<file path="config.mk">
export PLATFORM = sky130hd
export DESIGN_NAME = jtgng_rom_arb
export DESIGN_NICKNAME = d
export VERILOG_FILES = /design/src/rtl/jtgng_romarb_pkg.sv /design/src/rtl/jtgng_romarb_slot.sv /design/src/rtl/jtgng_rom_arb.sv
export SDC_FILE = /design/constraint.sdc
export NUM_CORES = 1
export LEC_CHECK = 0
export ABC_AREA = 1
export BUFFER_PORTS_ARGS = -buffer_cell sky130_fd_sc_hd__buf_4
export CORE_ASPECT_RATIO = 1.25
export CORE_MARGIN = 1
export CORE_UTILIZATION = 27
export CTS_CLUSTER_SIZE = 24
export DETAILED_ROUTE_END_ITERATION = 8
export GPL_TIMING_DRIVEN = 0
export SLEW_MARGIN = 10
export SYNTH_ARGS = -nofsm -noshare
export SYNTH_HDL_FRONTEND = slang
export SYNTH_SLANG_ARGS = --single-unit
</file>
<file path="constraint.sdc">
create_clock -name clk -period 1.98 [get_ports clk]
set_clock_uncertainty 0.05 [all_clocks]
set_input_delay 0.396 -clock clk [delete_from_list [all_inputs] [get_ports clk]]
set_output_delay 0.396 -clock clk [all_outputs]
set_load 0.005 [all_outputs]
</file>
<file path="src/rtl/jtgng_romarb_pkg.sv">
// Shared types for the ROM arbiter: slot ids, FSM states and memory address width.
package jtgng_romarb_pkg;

  localparam int NSLOTS = 5;
  localparam int MEM_AW = 22;

  typedef enum logic [2:0] {
    ID_CHAR = 3'd0,
    ID_SCR  = 3'd1,
    ID_OBJ  = 3'd2,
    ID_MAIN = 3'd3,
    ID_SND  = 3'd4
  } slot_id_t;

  typedef enum logic [1:0] {
    ST_IDLE = 2'd0,
    ST_REQ  = 2'd1,
    ST_WAIT = 2'd2
  } state_t;

  function automatic slot_id_t next_id(input slot_id_t id);
    return (id == ID_SND) ? ID_CHAR : slot_id_t'(id + 3'd1);
  endfunction

  function automatic logic [MEM_AW-1:0] region_addr(input logic [MEM_AW-1:0] offset,
                                                    input logic [MEM_AW-1:0] waddr);
    return offset + waddr;
  endfunction

endpackage

</file>
<file path="src/rtl/jtgng_romarb_slot.sv">
// One-entry ROM holding slot: combinational hit/ok, fetch-need flag, byte or word read-out.
// Latches its word address on grant and commits data plus that address on load.
module jtgng_romarb_slot
  import jtgng_romarb_pkg::*;
#(
  parameter int                AW     = 13,
  parameter bit                BYTE   = 1'b0,
  parameter logic [MEM_AW-1:0] OFFSET = '0,
  localparam int               DW     = BYTE ? 8 : 16
) (
  input  logic              clk,
  input  logic              rst,
  input  logic              i_cs,
  input  logic [AW-1:0]     i_addr,
  input  logic              i_inflight,
  input  logic              i_grant,
  input  logic              i_load,
  input  logic [15:0]       i_din,
  output logic              o_ok,
  output logic              o_need,
  output logic [DW-1:0]     o_dout,
  output logic [MEM_AW-1:0] o_maddr
);

  localparam int WA = BYTE ? AW - 1 : AW;

  logic          r_valid;
  logic [WA-1:0] r_last_addr;
  logic [WA-1:0] r_pend_addr;
  logic [15:0]   r_data;
  logic [WA-1:0] w_waddr;
  logic          w_hit;

  // Byte slots drop addr[0] from the compare so a lane toggle stays a hit.
  generate
    if (BYTE) begin : g_byte
      assign w_waddr = i_addr[AW-1:1];
      assign o_dout  = i_addr[0] ? r_data[15:8] : r_data[7:0];
    end else begin : g_word
      assign w_waddr = i_addr;
      assign o_dout  = r_data;
    end
  endgenerate

  assign w_hit   = r_valid && (w_waddr == r_last_addr);
  assign o_ok    = i_cs && w_hit;
  assign o_need  = i_cs && !w_hit && !i_inflight;
  assign o_maddr = region_addr(OFFSET, MEM_AW'(w_waddr));

  // last_addr takes the address that was fetched, so a mid-flight change re-misses.
  always_ff @(posedge clk) begin
    if (rst) begin
      r_valid     <= 1'b0;
      r_last_addr <= '0;
      r_pend_addr <= '0;
      r_data      <= '0;
    end else begin
      if (i_grant) r_pend_addr <= w_waddr;
      if (i_load) begin
        r_data      <= i_din;
        r_last_addr <= r_pend_addr;
        r_valid     <= 1'b1;
      end
    end
  end

endmodule

</file>
<file path="src/rtl/jtgng_rom_arb.sv">
// Five-client ROM arbiter onto one 16-bit memory port, one fetch outstanding, miss latency 3 cycles.
// JTGNG_ROMARB_RR_EN selects round-robin grant; otherwise fixed priority char>scr>obj>main>snd.
module jtgng_rom_arb
  import jtgng_romarb_pkg::*;
#(
  parameter logic [21:0] MAIN_OFFSET = 22'h00000,
  parameter logic [21:0] CHAR_OFFSET = 22'h0A000,
  parameter logic [21:0] SND_OFFSET  = 22'h0C000,
  parameter logic [21:0] SCR_OFFSET  = 22'h10000,
  parameter logic [21:0] OBJ_OFFSET  = 22'h20000
) (
  input  logic        clk,
  input  logic        rst,
  input  logic        main_cs,
  input  logic [16:0] main_addr,
  output logic [7:0]  main_dout,
  output logic        main_ok,
  input  logic        snd_cs,
  input  logic [14:0] snd_addr,
  output logic [7:0]  snd_dout,
  output logic        snd_ok,
  input  logic        char_cs,
  input  logic [12:0] char_addr,
  output logic [15:0] char_dout,
  output logic        char_ok,
  input  logic        scr_cs,
  input  logic [14:0] scr_addr,
  output logic [15:0] scr_dout,
  output logic        scr_ok,
  input  logic        obj_cs,
  input  logic [15:0] obj_addr,
  output logic [15:0] obj_dout,
  output logic        obj_ok,
  output logic [21:0] mem_addr,
  output logic        mem_rd,
  input  logic        mem_ack,
  input  logic        mem_rdy,
  input  logic [15:0] mem_din
);

  state_t            r_state, w_next;
  slot_id_t          r_cur, w_sel, w_idx, w_start;
  logic [MEM_AW-1:0] r_mem_addr;
  logic [NSLOTS-1:0] w_need, w_inflight, w_grant_vec, w_load_vec;
  logic [MEM_AW-1:0] w_maddr [NSLOTS];
  logic              w_found, w_grant, w_load;
`ifdef JTGNG_ROMARB_RR_EN
  slot_id_t          r_last;
`endif

  jtgng_romarb_slot #(.AW(13), .BYTE(1'b0), .OFFSET(CHAR_OFFSET)) u_char (
    .clk(clk), .rst(rst), .i_cs(char_cs), .i_addr(char_addr),
    .i_inflight(w_inflight[ID_CHAR]), .i_grant(w_grant_vec[ID_CHAR]), .i_load(w_load_vec[ID_CHAR]),
    .i_din(mem_din), .o_ok(char_ok), .o_need(w_need[ID_CHAR]), .o_dout(char_dout),
    .o_maddr(w_maddr[ID_CHAR]));

  jtgng_romarb_slot #(.AW(15), .BYTE(1'b0), .OFFSET(SCR_OFFSET)) u_scr (
    .clk(clk), .rst(rst), .i_cs(scr_cs), .i_addr(scr_addr),
    .i_inflight(w_inflight[ID_SCR]), .i_grant(w_grant_vec[ID_SCR]), .i_load(w_load_vec[ID_SCR]),
    .i_din(mem_din), .o_ok(scr_ok), .o_need(w_need[ID_SCR]), .o_dout(scr_dout),
    .o_maddr(w_maddr[ID_SCR]));

  jtgng_romarb_slot #(.AW(16), .BYTE(1'b0), .OFFSET(OBJ_OFFSET)) u_obj (
    .clk(clk), .rst(rst), .i_cs(obj_cs), .i_addr(obj_addr),
    .i_inflight(w_inflight[ID_OBJ]), .i_grant(w_grant_vec[ID_OBJ]), .i_load(w_load_vec[ID_OBJ]),
    .i_din(mem_din), .o_ok(obj_ok), .o_need(w_need[ID_OBJ]), .o_dout(obj_dout),
    .o_maddr(w_maddr[ID_OBJ]));

  jtgng_romarb_slot #(.AW(17), .BYTE(1'b1), .OFFSET(MAIN_OFFSET)) u_main (
    .clk(clk), .rst(rst), .i_cs(main_cs), .i_addr(main_addr),
    .i_inflight(w_inflight[ID_MAIN]), .i_grant(w_grant_vec[ID_MAIN]), .i_load(w_load_vec[ID_MAIN]),
    .i_din(mem_din), .o_ok(main_ok), .o_need(w_need[ID_MAIN]), .o_dout(main_dout),
    .o_maddr(w_maddr[ID_MAIN]));

  jtgng_romarb_slot #(.AW(15), .BYTE(1'b1), .OFFSET(SND_OFFSET)) u_snd (
    .clk(clk), .rst(rst), .i_cs(snd_cs), .i_addr(snd_addr),
    .i_inflight(w_inflight[ID_SND]), .i_grant(w_grant_vec[ID_SND]), .i_load(w_load_vec[ID_SND]),
    .i_din(mem_din), .o_ok(snd_ok), .o_need(w_need[ID_SND]), .o_dout(snd_dout),
    .o_maddr(w_maddr[ID_SND]));

`ifdef JTGNG_ROMARB_RR_EN
  assign w_start = next_id(r_last);
`else
  assign w_start = ID_CHAR;
`endif

  // First needing slot walking forward from w_start.
  always_comb begin
    w_found = 1'b0;
    w_sel   = ID_CHAR;
    w_idx   = w_start;
    for (int k = 0; k < NSLOTS; k++) begin
      if (!w_found && w_need[w_idx]) begin
        w_found = 1'b1;
        w_sel   = w_idx;
      end
      w_idx = next_id(w_idx);
    end
  end

  always_comb begin
    for (int i = 0; i < NSLOTS; i++) begin
      w_inflight[i]  = (r_state != ST_IDLE) && (r_cur == 3'(i));
      w_grant_vec[i] = w_grant && (w_sel == 3'(i));
      w_load_vec[i]  = w_load && (r_cur == 3'(i));
    end
  end

  always_comb begin
    w_next  = r_state;
    mem_rd  = 1'b0;
    w_grant = 1'b0;
    w_load  = 1'b0;
    case (r_state)
      ST_IDLE: begin
        if (w_found) begin
          w_grant = 1'b1;
          w_next  = ST_REQ;
        end
      end
      ST_REQ: begin
        mem_rd = 1'b1;
        if (mem_ack) begin
          if (mem_rdy) begin
            w_load = 1'b1;
            w_next = ST_IDLE;
          end else begin
            w_next = ST_WAIT;
          end
        end
      end
      ST_WAIT: begin
        if (mem_rdy) begin
          w_load = 1'b1;
          w_next = ST_IDLE;
        end
      end
      default: w_next = ST_IDLE;
    endcase
  end

  always_ff @(posedge clk) begin
    if (rst) begin
      r_state    <= ST_IDLE;
      r_cur      <= ID_CHAR;
      r_mem_addr <= '0;
`ifdef JTGNG_ROMARB_RR_EN
      r_last     <= ID_SND;
`endif
    end else begin
      r_state <= w_next;
      if (w_grant) begin
        r_cur      <= w_sel;
        r_mem_addr <= w_maddr[w_sel];
`ifdef JTGNG_ROMARB_RR_EN
        r_last     <= w_sel;
`endif
      end
    end
  end

  assign mem_addr = r_mem_addr;

endmodule

</file>
==> results of run 1 <==
report_power, final:
| group | switching, mW | leakage (nW) | internal, mW | total [mW] |
|---|---|---|---|---|
| clock | 2.24 | 0.451 | 3.08 | 5.32 |
| combinational | 1.74 | 5.20 | 1.38 | 3.12 |
| sequential | 0.193 | 2.10 | 5.41 | 5.60 |
per-layer routing:
layer	track usage [%]	routed length, um
met1	23.3	18900
met2	35.3	22600
met3	2.84	2510
met4	9.58	2180
met5	0	0
final timing paths:
kind                                                           from                                end  slack (ps)  cells after the start
worst min-delay path                                    scr_addr[8]  u_scr.r_pend_addr[8]$_SDFFE_PP0P_          20                      3
worst max-delay path              u_obj.r_last_addr[4]$_SDFFE_PP0P_                             obj_ok        -510                      6
worst max register to register  u_main.r_last_addr[15]$_SDFFE_PP0P_  u_scr.r_pend_addr[5]$_SDFFE_PP0P_        -370                     19
worst min register to register         u_snd.r_data[4]$_SDFFE_PP0P_       u_snd.r_data[4]$_SDFFE_PP0P_         400                      2
worst max-delay path, stage by stage, from the launching register on:
cell and delay [ps]:
dfxtp_1 330, xnor2_2 240, nand3_2 140, a21oi_2 170, nand4_1 300, nor2_1 180, buf_4 130
cells by family (layout without fill, tap and decap cells):
group | Yosys count | count (layout)
other | 1 | 4
XOR/XNOR | 12 | 12
AO/OA/AOI/OAI | 378 | 378
flip-flops | 256 | 256
adder cells (fa/ha/maj) | 3 | 3
buffers and inverters | 300 | 669
AND/OR/NAND/NOR | 759 | 759
cells in the mapped netlist, drive strengths merged:
master and number:
clkbuf 65, o21ai 232, ha 3, and3 1, o211ai 4, nor3 8
nor4 3, or3 1, nand2 337, nand3 79, conb 1, or2 2
o2111ai 1, dfxtp 256, nand3b 1, o22ai 2, inv 204, nor3b 1
nor2 301, xor2 1, a21oi 136, a211oi 3, buf 29, nand4 25
xnor2 11, clkinv 2
flip-flops by register name (all words and copies together) (netlist names):
signal	count
u_snd.r_pend_addr	14
u_obj.r_pend_addr	16
u_scr.r_last_addr	15
u_obj.o_dout	16
u_snd.r_last_addr	14
u_obj.r_last_addr	16
u_char.r_pend_addr	13
r_cur	3
r_state	2
u_snd.r_data	16
mem_addr	18
u_main.r_data	16
u_scr.o_dout	16
u_main.r_valid	1
u_char.o_dout	16
u_scr.r_pend_addr	15
u_char.r_valid	1
u_obj.r_valid	1
u_main.r_pend_addr	16
u_main.r_last_addr	16
u_char.r_last_addr	13
u_scr.r_valid	1
u_snd.r_valid	1
stage by stage:
stage	worst slack (ps)	area, um^2	hold slack, ps	cells	setup TNS [ps]
after floorplan	3.95	11600	374	1712	0
after global placement	-703	13700	385	2458	-103770
after detailed placement	-710	13700	389	2458	-108110
after CTS	-464	16600	19.2	2606	-17830
after global routing	-551	18100	38.6	2640	-38680
final	-505	18100	19.9	2640	-26300
cell type report:
class,instances,area (um^2)
fillers,4167,24200
multi-input cells,1156,6750
flip-flops and latches,256,5180
repair buffers,323,2920
inverters,206,818
clock buffers,36,792
plain buffers,91,786
well taps,559,699
clock inverters,13,134
repair_timing:
action | in CTS | in global routing
pin swaps | 87 | 138
buffers inserted | 90 | 45
hold buffers | 0 | 0
cloned | 13 | 7
resized for setup | 407 | 393
setup endpoints to repair | 259 | 258
==> results.toml, run 1 <==
[clock_tree]
clk_pin_slew_worst_paths_ps = 60
cts_tree = "built"
clk_latency_ps = 560
cts_buffers = 28
cts.sinks = 256
h-tree-depth = 1
clock_tree.root_cell = "clkbuf_16"
clockBufferDepth = 3

[layout]
drive_above_1_share_pct = 42.0
fin_nets = 2166
n_antenna_cell = 0
fin_util_pct = 42.8
area_growth_pct = 56.0
final_cell_mix = "buf_4, nor2_1, dfxtp_1"
final_common_cell = "buf_4"

[die]
core_mm2 = 0.0423
die_w_um = 187
start_util_pct = 27.4
rows = 84
die_h_um = 234
die_area_mm2 = 0.0438
pin_count = 193

[timing]
slew_headroom_pct = 39.6
rsz0062_at_grt = "yes"
max_slew.worst_pin.slew_ps = 906
slew_violations = 0
setup_viol = 103
final_hold_viol_count = 0
fmax_ghz = 0.402
fin_ws_ps = -505
fin_crit_sh_pct = 126
period_minus_slack_ps = 2490

[grt]
grt_max_degree = 19
first_global_vias = 11900
grt_usage_pct = 19.8
grt_pass1_wl_um = 66500
gr-total-overflow = 0
grt_antenna_before_repair = 0

[setup_path]
start_kind = "flop"
cp_max_fo = 2
worstPathArrival_ps = 2040
crit_required_ps = 1530
criticalPathCategory = "flop to output port"
end_kind = "output port"

[placed_design]
dpl.hpwl_um = 32600
gp_congestion = 0.958
port_buffers = 187

[logic_synthesis]
synth-simple-area-share_pct = 27.4
avgSynthCellArea_um2 = 6.78
ys_ff_latch = 256
synth_compound_area_share_pct = 16.6
synth_top_family_by_area = "simple AND/OR/NAND/NOR gates"
synthMuxAreaShare_pct = 0
netlist_area_mm2 = 0.0116
post-synth-top-area-cell = "dfxtp_1"
synth_cells = 1709
ys_types = 41
synth.top_cell.area_share_pct = 44.2
synth_xor_area_share_pct = 0.907
synth_adder_area_share_pct = 0.324
netlist_top_cells_area = "dfxtp_1, nand2_1, nor2_1"
yosysWarningCount = 0
ys_seq_area_share_pct = 44.2

[power_and_ir_drop]
power.total_mw = 14.0
pwr_density_cell_mw_per_mm2 = 777
irDropWorstVdd_mv = 0.572
p_leak_nw = 7.75

[detailed_routing]
dr_total_vias = 12600
wirelength_um = 46200
drt_iter0_drc = 813
via_per_inst = 4.78
drc_errors = 0
detail_route.wl_per_cell_um = 17.5
detail-route-antenna-nets = 0
firstDrtPassIters = 5

[status]
violations = "setup timing"
status = "finished, violations left"

[min_path]
hp-class = "input port to flop"

[run]
cap_violations = 0
No activity file was read; power rests on OpenSTA's default activity.
==> run 2: changes to the inputs <==
--- a/config.mk
+++ b/config.mk
@@ -13,6 +13,7 @@
 export CTS_CLUSTER_SIZE = 24
 export DETAILED_ROUTE_END_ITERATION = 8
 export GPL_TIMING_DRIVEN = 0
+export PLACE_DENSITY = 0.51
 export SLEW_MARGIN = 10
 export SYNTH_ARGS = -nofsm -noshare
 export SYNTH_HDL_FRONTEND = slang
==> run 2 against run 1 <==
The flow still finishes with violations (setup timing). Register-to-register slack better by 20 ps. Largest cell class unchanged. Routed wire length rose by 2.6%. Sequential share of layout area is 0.94 points lower. Global-route usage increased by 0.68 points.
==> results.toml, run 2 (synthesized netlist as in run 1, its figures left out) <==
[status]
status = "finished, violations left"
violations = "setup timing"

[timing]
max_slew.worst_pin.slew_ps = 1050
holdWs_ps = 22.9
fin_crit_sh_pct = 123
fmax_ghz = 0.410
slew_headroom_pct = 29.7
final_hold_viol_count = 0
fin_ws_ps = -457
slew_violations = 0
setup_viol = 121
period_minus_slack_ps = 2440
rsz0062_at_grt = "yes"

[grt]
grt_usage_pct = 20.5
grt_max_degree = 14
grt_pass1_wl_um = 68300
grt_antenna_before_repair = 2
first_global_vias = 11800
gr-total-overflow = 0

[detailed_routing]
firstDrtPassIters = 5
detail-route-antenna-nets = 0
drc_errors = 0
dr_total_vias = 12700
via_per_inst = 4.76
drt_iter0_drc = 773
detail_route.wl_per_cell_um = 17.8
wirelength_um = 47400

[die]
die_area_mm2 = 0.0438
pin_count = 193
start_util_pct = 27.4
die_h_um = 234
core_mm2 = 0.0423
die_w_um = 187
rows = 84

[clock_tree]
cts_buffers = 29
clock_tree.root_cell = "clkbuf_16"
clk_pin_slew_worst_paths_ps = 60
clockBufferDepth = 3
cts.sinks = 256
clk_latency_ps = 550
h-tree-depth = 1
cts_tree = "built"

[power_and_ir_drop]
irDropWorstVdd_mv = 0.574
pwr_density_cell_mw_per_mm2 = 762
p_leak_nw = 8.00

[setup_path]
cp_max_fo = 2
criticalPathCategory = "flop to output port"
worstPathArrival_ps = 1990
end_kind = "output port"
crit_required_ps = 1530
start_kind = "flop"
ff2ff_setup_slack_ps = -350

[layout]
final_cell_mix = "buf_4, nor2_1, nand2_1"
final_common_cell = "buf_4"
largest_reg_flops = 18
final_cells = 2660
fin_nets = 2182
area_growth_pct = 61.3
drive_above_1_share_pct = 42.6

[min_path]
hp-class = "input port to flop"

[placed_design]
placedCellCount = 2458
dpl.hpwl_um = 33100
gp_congestion = 0.925
port_buffers = 187

[run]
cap_violations = 0
==> run 2: changes by cell type in the layout (fill, tap and decap cells not counted), moves of 11 or more <==
cell	change
buf_8	+13
nand2_4	+16
buf_6	-17
nand3_1	-11
nand2_2	-22
nand3_4	+17
==> run 2: through the flow <==
| step | power [mW] | utilization (%) | setup slack, ps | TNS, ps | area, um^2 |
|---|---|---|---|---|---|
| global placement | 7.60 | 32.4 | -769 | -120250 | 13700 |
| finish | 14.2 | 44.2 | -457 | -25900 | 18700 |
| floorplan | 6.75 | - | 3.95 | 0 | 11600 |
| detailed placement | 7.62 | 32.4 | -792 | -127190 | 13700 |
| CTS | 13.8 | 40.1 | -461 | -26290 | 17000 |
| global route | 14.8 | 44.2 | -621 | -37450 | 18700 |
==> run 2: area by class of cell <==
cell class	count	area, um^2
fillers	4254	23600
multi-input cells	1156	7060
flip-flops and latches	256	5180
repair buffers	339	3200
clock buffers	45	886
inverters	206	821
plain buffers	90	797
well taps	559	699
clock inverters	8	46.3
diodes	1	2.50
==> run 2: worst max-delay path: stages (launching register included) <==
cell	delay, ps
dfxtp_1	330
xnor2_2	220
nand3_2	160
a21oi_2	180
nand4_1	260
nor2_1	170
buf_4	120
==> run 2: layer usage <==
layer | wire length, um | track usage, % | part of all wire (%) | vias up
li1 | - | - | - | 6200
met1 | 19500 | 24.4 | 41 | 5934
met2 | 23300 | 36.1 | 49 | 412
met3 | 2490 | 3.14 | 5.2 | 112
met4 | 2110 | 9.58 | 4.4 | 2
met5 | 13 | 0 | 0.027 | -
==> run 2: what timing repair did <==
action / 4_1_cts / 5_1_grt
endpoints found under the setup margin: 261 / 255
hold buffers: 0 / 0
gates cloned: 18 / 9
resized for setup: 415 / 452
buffers inserted: 101 / 42
pin swaps: 119 / 161
==> run 2: where the power goes <==
| part | internal (mW) | switching [mW] | total [mW] |
|---|---|---|---|
| logic | 1.54 | 1.83 | 3.37 |
| registers | 5.41 | 0.193 | 5.60 |
| clock network | 3.06 | 2.22 | 5.27 |
==> run 2: final timing paths <==
| path | startpoint | to | cells after the start |
|---|---|---|---|
| max | u_obj.r_last_addr[4]$_SDFFE_PP0P_ | obj_ok | 6 |
| min | scr_addr[12] | u_scr.r_pend_addr[12]$_SDFFE_PP0P_ | 3 |
| max reg2reg | u_obj.r_last_addr[12]$_SDFFE_PP0P_ | u_scr.r_pend_addr[3]$_SDFFE_PP0P_ | 19 |
| min reg2reg | u_snd.r_data[5]$_SDFFE_PP0P_ | u_snd.r_data[5]$_SDFFE_PP0P_ | 2 |
